===== src/rtl/audio_gain_ramp_if.sv =====
// Sample/gain bus for audio_gain_ramp: parallel frame in, gain control, scaled frame out.
// The master drives samples and gain control; the slave (gain stage) returns the scaled frame.
interface audio_gain_ramp_if #(
    parameter int unsigned NCH = 2,
    parameter int unsigned DW  = 16,
    parameter int unsigned GW  = 16
);
    localparam int unsigned CW = (NCH > 1) ? $clog2(NCH) : 1;

    logic [NCH*DW-1:0] in_data;
    logic              in_stb;
    logic              gain_wr;
    logic [CW-1:0]     gain_ch;
    logic [GW-1:0]     gain_val;
    logic              mute;
    logic [NCH*DW-1:0] out_data;
    logic              out_stb;
    logic              ramp_busy;
    logic              ovr;

    modport master (
        output in_data, in_stb, gain_wr, gain_ch, gain_val, mute,
        input  out_data, out_stb, ramp_busy, ovr
    );

    modport slave (
        input  in_data, in_stb, gain_wr, gain_ch, gain_val, mute,
        output out_data, out_stb, ramp_busy, ovr
    );
endinterface


===== src/rtl/audio_gain_ramp.sv =====
// N-channel gain stage with one shared multiplier; each channel's applied gain slews toward
// its target by at most STEP per frame, and a global mute slews every channel to zero.
module audio_gain_ramp #(
    parameter int unsigned NCH  = 2,
    parameter int unsigned DW   = 16,
    parameter int unsigned GW   = 16,
    parameter int unsigned FRAC = 14,
    parameter int unsigned STEP = 64
) (
    input logic             clk,
    input logic             reset,
    audio_gain_ramp_if.slave bus
);
    localparam int unsigned CW = (NCH > 1) ? $clog2(NCH) : 1;
    localparam int unsigned PW = DW + GW + 1;

    localparam logic [GW-1:0] UNITY  = GW'(1 << FRAC);
    localparam logic [GW-1:0] STEP_G = (STEP >= (1 << GW)) ? '1 : GW'(STEP);
    localparam logic [CW-1:0] LAST   = CW'(NCH - 1);
    localparam logic [CW:0]   NCH_W  = (CW + 1)'(NCH);

    typedef enum logic [1:0] {StIdle, StMul, StFlush, StOut} state_e;

    state_e               state_q;
    logic [CW-1:0]        idx_q;
    logic [DW-1:0]        x_q     [NCH];
    logic [GW-1:0]        tgt_q   [NCH];
    logic [GW-1:0]        cur_q   [NCH];
    logic [DW-1:0]        stage_q [NCH];
    logic signed [PW-1:0] prod_q;
    logic                 prod_vld_q;
    logic [CW-1:0]        prod_ch_q;
    logic [NCH*DW-1:0]    out_data_q;
    logic                 out_stb_q;
    logic                 busy_q;
    logic                 ovr_q;

    logic [DW-1:0]        x_sel;
    logic [GW-1:0]        cur_sel;
    logic [GW-1:0]        eff_sel;
    logic [GW-1:0]        diff;
    logic [GW-1:0]        cur_step;
    logic signed [PW-1:0] prod_d;
    logic signed [PW-1:0] prod_shr;
    logic [DW-1:0]        sat_val;
    logic                 busy_d;

    // Gain step for the channel currently in its multiply slot; uses the pre-write target.
    always_comb begin
        x_sel    = x_q[idx_q];
        cur_sel  = cur_q[idx_q];
        eff_sel  = bus.mute ? '0 : tgt_q[idx_q];
        diff     = '0;
        cur_step = cur_sel;
        if (cur_sel < eff_sel) begin
            diff     = eff_sel - cur_sel;
            cur_step = cur_sel + ((diff > STEP_G) ? STEP_G : diff);
        end else if (cur_sel > eff_sel) begin
            diff     = cur_sel - eff_sel;
            cur_step = cur_sel - ((diff > STEP_G) ? STEP_G : diff);
        end
    end

    // Gain is unsigned, so it enters the signed product zero-extended.
    always_comb begin
        prod_d = $signed({{(PW - DW){x_sel[DW-1]}}, x_sel}) *
                 $signed({{(PW - GW){1'b0}}, cur_sel});
    end

    always_comb begin
        prod_shr = prod_q >>> FRAC;
        if (prod_shr[PW-1:DW-1] == {(PW - DW + 1){prod_shr[PW-1]}}) begin
            sat_val = prod_shr[DW-1:0];
        end else if (prod_shr[PW-1]) begin
            sat_val = {1'b1, {(DW - 1){1'b0}}};
        end else begin
            sat_val = {1'b0, {(DW - 1){1'b1}}};
        end
    end

    always_comb begin
        busy_d = 1'b0;
        for (int i = 0; i < NCH; i++) begin
            if (cur_q[i] != (bus.mute ? '0 : tgt_q[i])) begin
                busy_d = 1'b1;
            end
        end
    end

    always_ff @(posedge clk) begin
        if (reset) begin
            state_q    <= StIdle;
            idx_q      <= '0;
            prod_q     <= '0;
            prod_vld_q <= 1'b0;
            prod_ch_q  <= '0;
            out_data_q <= '0;
            out_stb_q  <= 1'b0;
            busy_q     <= 1'b0;
            ovr_q      <= 1'b0;
            for (int i = 0; i < NCH; i++) begin
                x_q[i]     <= '0;
                tgt_q[i]   <= UNITY;
                cur_q[i]   <= UNITY;
                stage_q[i] <= '0;
            end
        end else begin
            out_stb_q  <= 1'b0;
            prod_vld_q <= 1'b0;
            busy_q     <= busy_d;

            if (bus.gain_wr && ({1'b0, bus.gain_ch} < NCH_W)) begin
                tgt_q[bus.gain_ch] <= bus.gain_val;
            end
            if (bus.in_stb && (state_q != StIdle)) begin
                ovr_q <= 1'b1;
            end
            // Scale/saturate stage trails the multiply by one cycle.
            if (prod_vld_q) begin
                stage_q[prod_ch_q] <= sat_val;
            end

            case (state_q)
                StIdle: begin
                    if (bus.in_stb) begin
                        for (int i = 0; i < NCH; i++) begin
                            x_q[i] <= bus.in_data[i*DW +: DW];
                        end
                        idx_q   <= '0;
                        state_q <= StMul;
                    end
                end
                StMul: begin
                    prod_q       <= prod_d;
                    prod_vld_q   <= 1'b1;
                    prod_ch_q    <= idx_q;
                    cur_q[idx_q] <= cur_step;
                    if (idx_q == LAST) begin
                        state_q <= StFlush;
                    end else begin
                        idx_q <= idx_q + 1'b1;
                    end
                end
                StFlush: begin
                    state_q <= StOut;
                end
                StOut: begin
                    for (int i = 0; i < NCH; i++) begin
                        out_data_q[i*DW +: DW] <= stage_q[i];
                    end
                    out_stb_q <= 1'b1;
                    state_q   <= StIdle;
                end
                default: begin
                    state_q <= StIdle;
                end
            endcase
        end
    end

    assign bus.out_data  = out_data_q;
    assign bus.out_stb   = out_stb_q;
    assign bus.ramp_busy = busy_q;
    assign bus.ovr       = ovr_q;
endmodule


===== src/flat_wrapper.sv =====
// flat-port wrapper written by rule: the top's interface ports become plain ports
module audio_gain_ramp_flat 
#(
    parameter int unsigned NCH  = 2,
    parameter int unsigned DW   = 16,
    parameter int unsigned GW   = 16,
    parameter int unsigned FRAC = 14,
    parameter int unsigned STEP = 64
)
  (clk, reset, bus_in_data, bus_in_stb, bus_gain_wr, bus_gain_ch, bus_gain_val, bus_mute, bus_out_data, bus_out_stb, bus_ramp_busy, bus_ovr);
  audio_gain_ramp_if #(.NCH(NCH), .DW(DW), .GW(GW)) bus_i ();
  input logic clk;
  input logic reset;
  input wire logic [$bits(bus_i.in_data)-1:0] bus_in_data;
  input wire logic [$bits(bus_i.in_stb)-1:0] bus_in_stb;
  input wire logic [$bits(bus_i.gain_wr)-1:0] bus_gain_wr;
  input wire logic [$bits(bus_i.gain_ch)-1:0] bus_gain_ch;
  input wire logic [$bits(bus_i.gain_val)-1:0] bus_gain_val;
  input wire logic [$bits(bus_i.mute)-1:0] bus_mute;
  output wire logic [$bits(bus_i.out_data)-1:0] bus_out_data;
  output wire logic [$bits(bus_i.out_stb)-1:0] bus_out_stb;
  output wire logic [$bits(bus_i.ramp_busy)-1:0] bus_ramp_busy;
  output wire logic [$bits(bus_i.ovr)-1:0] bus_ovr;
  assign bus_i.in_data = bus_in_data;
  assign bus_i.in_stb = bus_in_stb;
  assign bus_i.gain_wr = bus_gain_wr;
  assign bus_i.gain_ch = bus_gain_ch;
  assign bus_i.gain_val = bus_gain_val;
  assign bus_i.mute = bus_mute;
  assign bus_out_data = bus_i.out_data;
  assign bus_out_stb = bus_i.out_stb;
  assign bus_ramp_busy = bus_i.ramp_busy;
  assign bus_ovr = bus_i.ovr;
  audio_gain_ramp #(.NCH(NCH), .DW(DW), .GW(GW), .FRAC(FRAC), .STEP(STEP)) u_core (.clk(clk), .reset(reset), .bus(bus_i));
endmodule

===== config.mk =====
export PLATFORM = sky130hd
export DESIGN_NAME = audio_gain_ramp_flat
export DESIGN_NICKNAME = d
export VERILOG_FILES = /design/src/rtl/audio_gain_ramp_if.sv /design/src/rtl/audio_gain_ramp.sv /design/src/flat_wrapper.sv
export SDC_FILE = /design/constraint.sdc
export NUM_CORES = 1
export LEC_CHECK = 0
export ABC_AREA = 1
export CAP_MARGIN = 20
export CORE_MARGIN = 2
export CORE_UTILIZATION = 40
export CTS_CLUSTER_DIAMETER = 150
export DETAILED_ROUTE_END_ITERATION = 8
export PLACE_DENSITY = 0.59
export SLEW_MARGIN = 10
export SYNTH_ARGS = -nofsm -noshare
export SYNTH_HDL_FRONTEND = slang
export SYNTH_SLANG_ARGS = --single-unit

===== constraint.sdc =====
create_clock -name clk -period 15.18 [get_ports clk]
set_input_delay 2.277 -clock clk [delete_from_list [all_inputs] [get_ports clk]]
set_output_delay 2.277 -clock clk [all_outputs]
set_load 0.05 [all_outputs]

# After elaboration in Yosys (flattened, before gate mapping)
# Memories as Yosys holds them, arrays and structs flattened. A register that Yosys moved wholly into a read port is not among the register bits.
# Index checks and enable logic that the tools add are counted.
# word_totals
reg_bits	41
latchBits	0
ram_bits	128
mem_bits_ro	0
input_bits	54
out_inout_bits	35
wordCells	91
n_memories	4
# op_classes
addsub	5
multipliers	1
div	0
n_lt_le_gt_ge	4
eq_ne	8
shift	0
n_mux	50
bitwise	2
reduce_logical	9
# mem_list
memory	depth	word_bits	read_ports	rd_clocked_by_memory_dff	wr	line	rtl
u_core.cur_q	2	16	3	1	2	audio_gain_ramp.sv:28	logic [GW-1:0] cur_q [NCH];
u_core.stage_q	2	16	2	2	2	audio_gain_ramp.sv:29	logic [DW-1:0] stage_q [NCH];
u_core.tgt_q	2	16	3	1	2	audio_gain_ramp.sv:27	logic [GW-1:0] tgt_q [NCH];
u_core.x_q	2	16	1	1	2	audio_gain_ramp.sv:26	logic [DW-1:0] x_q [NCH];
# op_table
cell	count
$mux 16	14
$reduce_or 16->1	3
$sub 16x16->16	3
$mul 16x17->33	1
$gt 16x7->1 const B	2
$mux 1	32
$ne 16x16->1	2
$add 16x16->16	1
$gt 16x16->1	1
$lt 16x16->1	1
$pmux 2 s4	1
$eq 2x2->1 const B	2
$mux 2	2
$reduce_and 2->1	2
$reduce_bool 2->1	2
$eq 3x3->1	1
$eq 2x1->1 const B	1
$logic_not 2->1	1
$ne 2x1->1 const B	1
$ne 2x2->1 const B	1
$or 1x1->1	2
$pmux 1 s2	1
$add 1x1->1 const B	1
$logic_and 1x1->1	1

# Longest topological paths before layout
# Gate-level depths: netlist of the first run.
# logic_depth
depth_word	8
depth_mapped	39

# Worst setup path before layout of the first run
# OpenSTA, ideal clock, no wires.
# synth_path
path_kind	in2reg
from	input bus_mute
to	memory u_core.cur_q[1][14], data pin
arrival_time_ps	6530
required_time_ps	14909
setup_slack_ps	8380
path_stages	33
n_path_buf	1
path_cell_list	clkinv_1 clkbuf_1 nand2_1 a21oi_1 inv_1 fa_1 inv_1 nand3_1 nand2_1 nand2_1 nand2_1 nand2_1 nand2_1 nand2_1 nor2_1 nand2_1 nor2_2 nand2_2 nor2_1 inv_1 fa_1 o21ai_0 a21oi_1 o21bai_1 a21boi_0 o21ai_0 nand2_1 nand2_1 nand2_1 nand3b_1 o211ai_1 nand3_1 nand3_1
# synth_lines
item	line	rtl
start: declaration	flat_wrapper.sv:19	input wire logic [$bits(bus_i.mute)-1:0] bus_mute;
end: declaration	audio_gain_ramp.sv:28	

==> run summary, run 1 <==
status: finished, final reports clean
fin crit period: 8.154 ns
Vias/cell: 5.148
Mapped Area: 20220 um2
fmax: 122.6 MHz
WP buf/inv: 6
Placer Congestion: 0.9668
Synth Flop Type: edfxtp_1
Root Driver: clkbuf_16
largest cells by area after synthesis: fa_1 (20%), edfxtp_1 (19%), ha_1 (11%)
crit path launch type: flop
GRT met2 Usage: 43.59%
asr flop ratio synth: 0%
global route total overflow: 0
first-pass GRT wire length: 102500 um
critical path arrival: 8.53 ns
Die W: 228.8 um
hold crit path type: flop to flop
post-cts resize count: 0
H-tree levels: 4
DP HPWL: 51550 um
net count reported at finish: 3155
worst path required time: 15.56 ns
worst-path maximum fanout: 50
number of remaining DRC errors: 0
Top Family by Delay on Critical Path: adder cells
hold buffer count at CTS: 0
Fin. Hold Viols: 0
Cells on Worst Hold Path: 2
Die Span Y: 228.8 um
starting density of the core: 40.38%
antenna cells: 0
Sink Count: 188
TritonRoute pass-1 iters: 6
drt wl/cell: 18.91 um
final setup violation count: 0
deepest clock path buffer count: 2
cell mode on critical path: fa_1
share of cells above drive strength 1: 4.717%
antenna-violating nets left: 0
core area: 50070 um2
Clock transition at path regs: 0.09 ns
Vias: 17538
post-synthesis cell count: 2627
P&R area growth vs syn: 12.06%
GRT Util Overall: 25.32%
depth of the most critical reg-to-reg path: 29
initial DRC count: 1531
vias in the first global route: 18156
GR Util met1: 32.27%
Pins Over Slew Limit: 0
WHS Endpoint: u_core.prod_ch_q
CP max-delay cell: clkinv_1
CP Class: flop to flop
CP peak stage delay: 0.57 ns
largest net degree at the start of global routing: 51
Worst Hold Launch: u_core.prod_ch_q
Reg2Reg Capture Point: u_core.prod_q[32]
CTS tree: done
row cnt: 82
cts bufs inserted: 17
Max-Cap Viols: 0
die area: 52360 um2
initial antenna violation count: 0
final WL: 64420 um
Worst R2R Setup Slack: 7.03 ns
Netlist cell types: 50
met3 Track Usage GR: 3.431%
#FFs+latches synth: 188
Ys Warns: 0
Final Skew: 0.02398 ns
Post-CTS Setup Inserts: 0
EDFF count, synth: 128
measured slew at the worst slew-check pin: 1.205 ns
Tcrit/Tclk final: 53.72%
TNS Setup: 0 ns
share of the synthesized area in the top cell type: 19.51%
biggest area consumer among synthesized cells: fa_1
IO Count: 89
busiest grt layer: met2
CP endpoint kind: flop
PortBufs: 88
Seq/Total Area, Yosys: 24.95%
syn avg cell area: 7.696 um2
final hold slack: 0.4737 ns
RSZ-0062 raised after global routing: no
Clock Latency Late Sink: 0.48 ns
Slew HR: 19.67%
## tightest hold or removal path, cell delays in order, from the launching register on
cell and delay, ns:
dfxtp_1 0.31, inv_1 0.06, a21oi_1 0.06
## state kept, by name (all words and copies together), names as in the netlist, named ones only
name / flops
u_core.idx_q: 1
u_core.bus.ovr: 1
bus_out_data: 32
u_core.bus.out_stb: 1
u_core.tgt_q: 32
u_core.stage_q: 32
u_core.x_q: 32
u_core.cur_q: 32
u_core.prod_vld_q: 1
u_core.prod_q: 19
u_core.prod_ch_q: 1
u_core.bus.ramp_busy: 1
u_core.state_q: 2
## cells by family (layout without fill, tap and decap cells)
logic type      after synthesis  count (layout)  share of synthesized area [%]
compound gates              359             359                          9.654
xor+xnor                     47              47                          2.036
fa+ha+maj                   379             379                          30.77
buf+inv                     599             693                          11.24
flops                       188             188                          24.95
other cells                   2              16                        0.03714
simple gates               1053            1053                          21.31
## synth_stat cells, types with 4 or more instances
cell	number
o21bai_1	5
a31oi_1	6
a2111oi_0	4
clkinv_1	24
nand3_1	72
nor4_1	14
nand4_1	20
edfxtp_1	128
a21o_1	5
nor3_1	10
ha_1	182
nand2_2	10
xnor2_1	19
xor2_1	28
o211ai_1	8
a21oi_1	153
fa_1	197
o221ai_1	4
o21ai_0	124
dfxtp_1	60
nand3b_1	4
o21a_1	6
nor2_2	7
nor2_1	400
inv_1	505
or2_2	19
a211oi_1	4
clkbuf_1	53
nand2_1	484
o21ai_1	24
inv_2	6
buf_2	5
## per-layer routing
layer	share of wire, %	wire (um)	vias up
met2	48	31030	544
met1	43	27550	8492
met5	0	0	-
met4	3.7	2394	0
met3	5.3	3442	119
li1	-	-	8383
## through the flow
| step | setup WS, ns | instances | instance area, um2 | utilization [%] |
|---|---|---|---|---|
| finish | 7.026 | 3407 | 22660 | 45.25 |
| global route | 6.525 | 3407 | 22660 | 45.25 |
| CTS | 7.041 | 3407 | 22660 | 45.25 |
| detailed placement | 6.898 | 3375 | 22030 | 44.00 |
| global placement | 6.859 | 3375 | 22030 | 44.00 |
| floorplan | 8.380 | 2641 | 20270 | - |
## placed cells by master (no fill, tap or decap), types with 16 or more instances in the layout
cell,instances
inv_1,505
nand2_1,484
nor2_1,400
fa_1,197
ha_1,182
a21oi_1,153
edfxtp_1,128
o21ai_0,121
clkdlybuf4s50_1,88
nand3_1,72
dfxtp_1,60
buf_4,38
xor2_1,28
clkinv_1,24
o21ai_1,22
nand4_1,20
or2_2,19
xnor2_1,19
clkbuf_16,17
conb_1,16
## cell type report
class                   count  area (um2)
well taps                 672       840.8
multi-input cells        1854       12970
flip-flops and latches    188        5045
repair buffers            126        1166
clock buffers              17       425.4
inverters                 535        2008
clock inverters            15       198.9
fillers                  5109       27410
## worst max path at each step
stage               slack, ns  cells after the start             endpoint      from
floorplan                8.38                     33  u_core.cur_q[1][14]  bus_mute
finish                   7.03                     29    u_core.prod_q[32]      flop
global route             6.52                     29    u_core.prod_q[32]      flop
CTS                      7.04                     29    u_core.prod_q[32]      flop
global placement         6.86                     37  u_core.cur_q[1][12]  bus_mute
detailed placement       6.90                     37  u_core.cur_q[0][12]  bus_mute
Power of run 1 is left out: the tool's default activity adds up to more than one toggle a clock period on the data nets, which glitch-free logic cannot reach.
==> run 2, diff against run 1 <==
Settings changed: PLACE_DENSITY 0.59 to 0.61.
Clock period 15.18 ns to 7.25 ns, I/O delays scaled along.
==> run 2 against run 1 <==
Non-clock buffer count increased by 39. Flip-flop and latch count unchanged. Sequential share of layout area is 0.27 points lower. Clock skew decreased by 0.013 ns. Critical path type unchanged. Routed wire length fell by 1.8%. Core utilization up 0.55 points. Design area grew 1.2%. Clock-buffer cell count increased by 3.
==> run summary, run 2 (synthesis results as in run 1) <==
hold crit path type: flop to flop
drt wl/cell: 18.36 um (-2.9%)
fin crit period: 6.814 ns (-1.340 ns)
FF+latch area: 5045 um2 (unchanged)
Layout fillers: 5028 (-1.6%)
antenna cells: 0 (unchanged)
core area: 50070 um2 (unchanged)
initial antenna violation count: 0 (unchanged)
worst-path maximum fanout: 49 (-2.0%)
Max-Cap Viols: 0 (unchanged)
GR Util met1: 30.46% (-1.8 points)
status: finished, final reports clean
hold buffer count at CTS: 0 (unchanged)
first-pass GRT wire length: 100500 um (-2.0%)
antenna-violating nets left: 0 (unchanged)
GRT Util Overall: 24.67% (-0.65 points)
largest net degree at the start of global routing: 50 (-2.0%)
Fin. Hold Viols: 0 (unchanged)
final setup violation count: 0 (unchanged)
worst path required time: 7.63 ns (-7.93 ns)
Clock transition at path regs: 0.07 ns (-0.02 ns)
Die W: 228.8 um (unchanged)
share of cells above drive strength 1: 5.984% (+1.3 points)
die area: 52360 um2 (unchanged)
crit path launch type: flop
PortBufs: 88 (unchanged)
Placer Congestion: 1.017 (+5.2%)
number of remaining DRC errors: 0 (unchanged)
Final Skew: 0.01143 ns (-0.01254 ns)
Vias/cell: 5.192 (+0.85%)
fmax: 146.8 MHz (+20%)
measured slew at the worst slew-check pin: 1.012 ns (-0.1927 ns)
IO Count: 89 (unchanged)
Root Driver: clkbuf_16
post-route cell area: 22930 um2 (+1.2%)
busiest grt layer: met2
Die Span Y: 228.8 um (unchanged)
starting density of the core: 40.38% (unchanged)
RSZ-0062 raised after global routing: no
CP endpoint kind: flop
vias in the first global route: 18242 (+0.47%)
P&R area growth vs syn: 13.41%
fin cells: 3446 (+1.1%)
Vias: 17890 (+2.0%)
Multi-input gate area: 12960 um2 (-0.12%)
CP Class: flop to flop
DP HPWL: 51370 um (-0.34%)
Slew HR: 32.52% (+13 points)
final WL: 63270 um (-1.8%)
row cnt: 82 (unchanged)
cts bufs inserted: 17 (unchanged)
H-tree levels: 4 (unchanged)
Placed Area: 22310 um2 (+1.3%)
net count reported at finish: 3194 (+1.2%)
initial DRC count: 1472 (-3.9%)
TritonRoute pass-1 iters: 7 (+1)
placed cells: 3413 (+1.1%)
setup ws final: 0.4362 ns (-6.590 ns)
most frequent cells in the layout: inv_1 (502), nand2_1 (484), nor2_1 (400), fa_1 (197), ha_1 (182)
global route total overflow: 0 (unchanged)
Clock Latency Late Sink: 0.46 ns (-0.02 ns)
critical path arrival: 7.20 ns (-1.33 ns)
Pins Over Slew Limit: 0 (unchanged)
deepest clock path buffer count: 2 (unchanged)
TNS Setup: 0 ns (unchanged)
met3 Track Usage GR: 4.092% (+0.66 points)
CTS tree: done
commonest non-fill, non-tap cell in the layout: inv_1
GRT met2 Usage: 41.87% (-1.7 points)
dpl ws: 0.3959 ns (-6.502 ns)
Sink Count: 188 (unchanged)
Tcrit/Tclk final: 93.98% (+40 points)
## run 2: cell type report
type	instances	share of cell area [%]
tap	672	3.667
inverter	535	8.774
sequential	188	22.00
multi-input combinational	1854	56.50
clock inverter	12	0.6439
timing repair buffer	165	6.406
clock buffer	20	2.003
## run 2: final timing paths
check / startpoint / end / slack (ns) / cells after the start
worst min register to register: u_core.stage_q[1][1] / bus_out_data[17] / 0.47 / 2
worst min-delay path: u_core.stage_q[1][1] / bus_out_data[17] / 0.47 / 2
worst max-delay path: flop / u_core.prod_q[30] / 0.44 / 27
worst max register to register: flop / u_core.prod_q[30] / 0.44 / 27
## run 2: per-layer routing
metal / up-vias / routed length (um)
met3: 189 / 4346
li1: 8468 / -
met2: 709 / 29970
met4: 0 / 3371
met5: - / 0
met1: 8524 / 25590
## run 2: worst max-delay path, stage by stage (launching register included)
cell      delay (ns)
dfxtp_1         0.35
buf_12          0.20
o21ai_1         0.78
buf_4           0.31
nor2_1          0.08
fa_1            0.55
inv_1           0.05
fa_1            0.41
fa_1            0.45
fa_1            0.48
inv_1           0.05
fa_1            0.53
inv_1           0.05
fa_1            0.50
inv_1           0.05
ha_1            0.30
nand2_1         0.07
nor2_1          0.13
nand4_1         0.09
o21ai_1         0.24
nand2_1         0.08
nand2_1         0.14
nand2_1         0.10
nand2_1         0.07
o21ai_0         0.15
nand3b_1        0.24
a21o_1          0.18
a31oi_1         0.11
## run 2: timing repair
action	4_1_cts	5_1_grt
setup buffers	0	0
gates resized for setup	0	4
hold endpoints to repair	0	0
endpoints found under the setup margin	0	3
## run 2: per-stage QoR
step	util, %	hold WS, ns
floorplan	-	0.4475
CTS	45.77	0.4726
finish	45.80	0.4749
global placement	44.56	0.4580
global route	45.80	0.4973
detailed placement	44.56	0.4560
Power of run 2 is left out for the same reason.
==> run 3, diff against run 2 <==
Settings changed: MAX_ROUTING_LAYER from default to met4.
==> run 3 against run 2 <==
Routed wire length is 2.5% higher. Die area stayed put. Final cell count up 0.49%. Global-route usage rose by 1.4 points. Non-clock buffer count rose by 17.
==> run summary, run 3 (synthesis results as in run 1) <==
row cnt: 82 (unchanged)
Root Driver: clkbuf_16
Fin. Hold Viols: 0 (unchanged)
number of remaining DRC errors: 0 (unchanged)
Vias/cell: 5.202 (+0.19%)
CTS tree: done
final WL: 64850 um (+2.5%)
hold crit path type: flop to flop
PortBufs: 88 (unchanged)
worst-path maximum fanout: 18 (-63%)
Worst R2R Setup Slack: 0.38 ns (-0.06 ns)
antenna-violating nets left: 0 (unchanged)
fin crit period: 6.873 ns (+0.05923 ns)
Max-Cap Viols: 0 (unchanged)
H-tree levels: 4 (unchanged)
IO Count: 89 (unchanged)
starting density of the core: 40.38% (unchanged)
most frequent cells in the layout: inv_1 (504), nand2_1 (484), nor2_1 (400), fa_1 (197), ha_1 (182)
depth of the most critical reg-to-reg path: 26 (-3.7%)
final setup violation count: 0 (unchanged)
Clock Latency Late Sink: 0.46 ns (about the same)
largest net degree at the start of global routing: 45 (-10%)
WHS Endpoint: bus_out_data[30]
crit path launch type: flop
antenna cells: 0 (unchanged)
Layout fillers: 5064 (+0.72%)
share of cells above drive strength 1: 6.808% (+0.82 points)
GRT Util Overall: 26.11% (+1.4 points)
GR Util met1: 31.88% (+1.4 points)
status: finished, final reports clean
TritonRoute pass-1 iters: 5 (-2)
Pins Over Slew Limit: 0 (unchanged)
FF+latch area: 5046 um2 (about the same)
Final Skew: 0.01333 ns (+0.001893 ns)
CP Class: flop to flop
commonest non-fill, non-tap cell in the layout: inv_1
met3 Track Usage GR: 3.618% (-0.47 points)
initial DRC count: 1541 (+4.7%)
TNS Setup: 0 ns (unchanged)
drt wl/cell: 18.73 um (+2.0%)
vias in the first global route: 18504 (+1.4%)
Worst Hold Launch: u_core.stage_q[1][14]
Reg2Reg Capture Point: u_core.prod_q[30]
deepest clock path buffer count: 2 (unchanged)
net count reported at finish: 3211 (+0.53%)
initial antenna violation count: 0 (unchanged)
Placer Congestion: 1.003 (-1.4%)
Tcrit/Tclk final: 94.80% (+0.82 points)
global route total overflow: 0 (unchanged)
final hold slack: 0.4729 ns (-0.002087 ns)
Clock transition at path regs: 0.07 ns (about the same)
hold buffer count at CTS: 0 (unchanged)
CP endpoint kind: flop
DP HPWL: 52680 um (+2.5%)
Multi-input gate area: 12970 um2 (about the same)
Slew HR: 33.08% (+0.56 points)
worst path required time: 7.64 ns (about the same)
critical path arrival: 7.26 ns (+0.06 ns)
Die W: 228.8 um (unchanged)
Die Span Y: 228.8 um (unchanged)
cts bufs inserted: 17 (unchanged)
measured slew at the worst slew-check pin: 1.003 ns (-0.009527 ns)
busiest grt layer: met2
Cells on Worst Hold Path: 2 (unchanged)
first-pass GRT wire length: 102600 um (+2.1%)
P&R area growth vs syn: 14.23%
GRT met2 Usage: 43.48% (+1.6 points)
Sink Count: 188 (unchanged)
die area: 52360 um2 (unchanged)
fmax: 145.5 MHz (-0.86%)
Vias: 18013 (+0.69%)
core area: 50070 um2 (unchanged)
[run 3: cell types whose count changed in the layout (fill, tap and decap cells not counted), moves of 2 or more]
cell / change
buf_4: +16
inv_4: -3
inv_1: +2
inv_8: +3
clkinvlp_4: +4
clkinv_1: -5
[run 3: layout make-up]
type	count	share of cell area [%]
well taps	672	3.641
multi-input cells	1854	56.14
clock buffers	19	2.010
clock inverters	13	0.7206
repair buffers	182	6.875
inverters	535	8.760
flip-flops and latches	188	21.85
[run 3: worst max-delay path, stage by stage, from the launching register on]
cell and delay (ns):
dfxtp_2 0.42, clkinvlp_4 0.22, buf_2 0.22, buf_4 0.21, or2_2 0.28, o21ai_1 0.21, clkinv_1 0.13, buf_4 0.20
nand2_1 0.09, fa_1 0.47, fa_1 0.51, inv_1 0.05, fa_1 0.51, fa_1 0.45, fa_1 0.52, inv_1 0.06
fa_1 0.48, inv_1 0.06, ha_1 0.38, a21oi_1 0.12, o21ai_0 0.37, nor2_1 0.09, nand2_1 0.08, o21ai_0 0.15
nand3b_1 0.22, a21o_1 0.17, a31oi_1 0.12
[run 3: metrics by stage]
stage          util, %  cells  worst slack [ns]  cell area, um2
6_report         46.13   3463            0.3769           23090
5_1_grt          46.13   3463          -0.01649           23090
4_1_cts          45.96   3456            0.1812           23010
3_5_place_dp     44.70   3424            0.1902           22380
3_3_place_gp     44.70   3424            0.2918           22380
2_1_floorplan        -   2641            0.8906           20270
[run 3: how the worst max path moves through the flow]
stage	start	end	cells after the start
floorplan	flop	u_core.prod_q[32]	29
global placement	bus_mute	u_core.cur_q[0][10]	34
detailed placement	flop	u_core.prod_q[32]	28
CTS	flop	u_core.prod_q[32]	29
global route	flop	u_core.prod_q[30]	28
finish	flop	u_core.prod_q[30]	26
[run 3: timing repair]
| item | in CTS | in global routing |
|---|---|---|
| gates resized for setup | 0 | 11 |
| setup endpoints to repair | 0 | 10 |
| buffers inserted | 0 | 6 |
[run 3: metal layers]
metal  vias up  routed length, um
li1       8487                  -
met1      8713              26810
met2       650              31140
met3       163               3981
met4         0               2914
met5         -                  0
Power of run 3 is left out for the same reason.
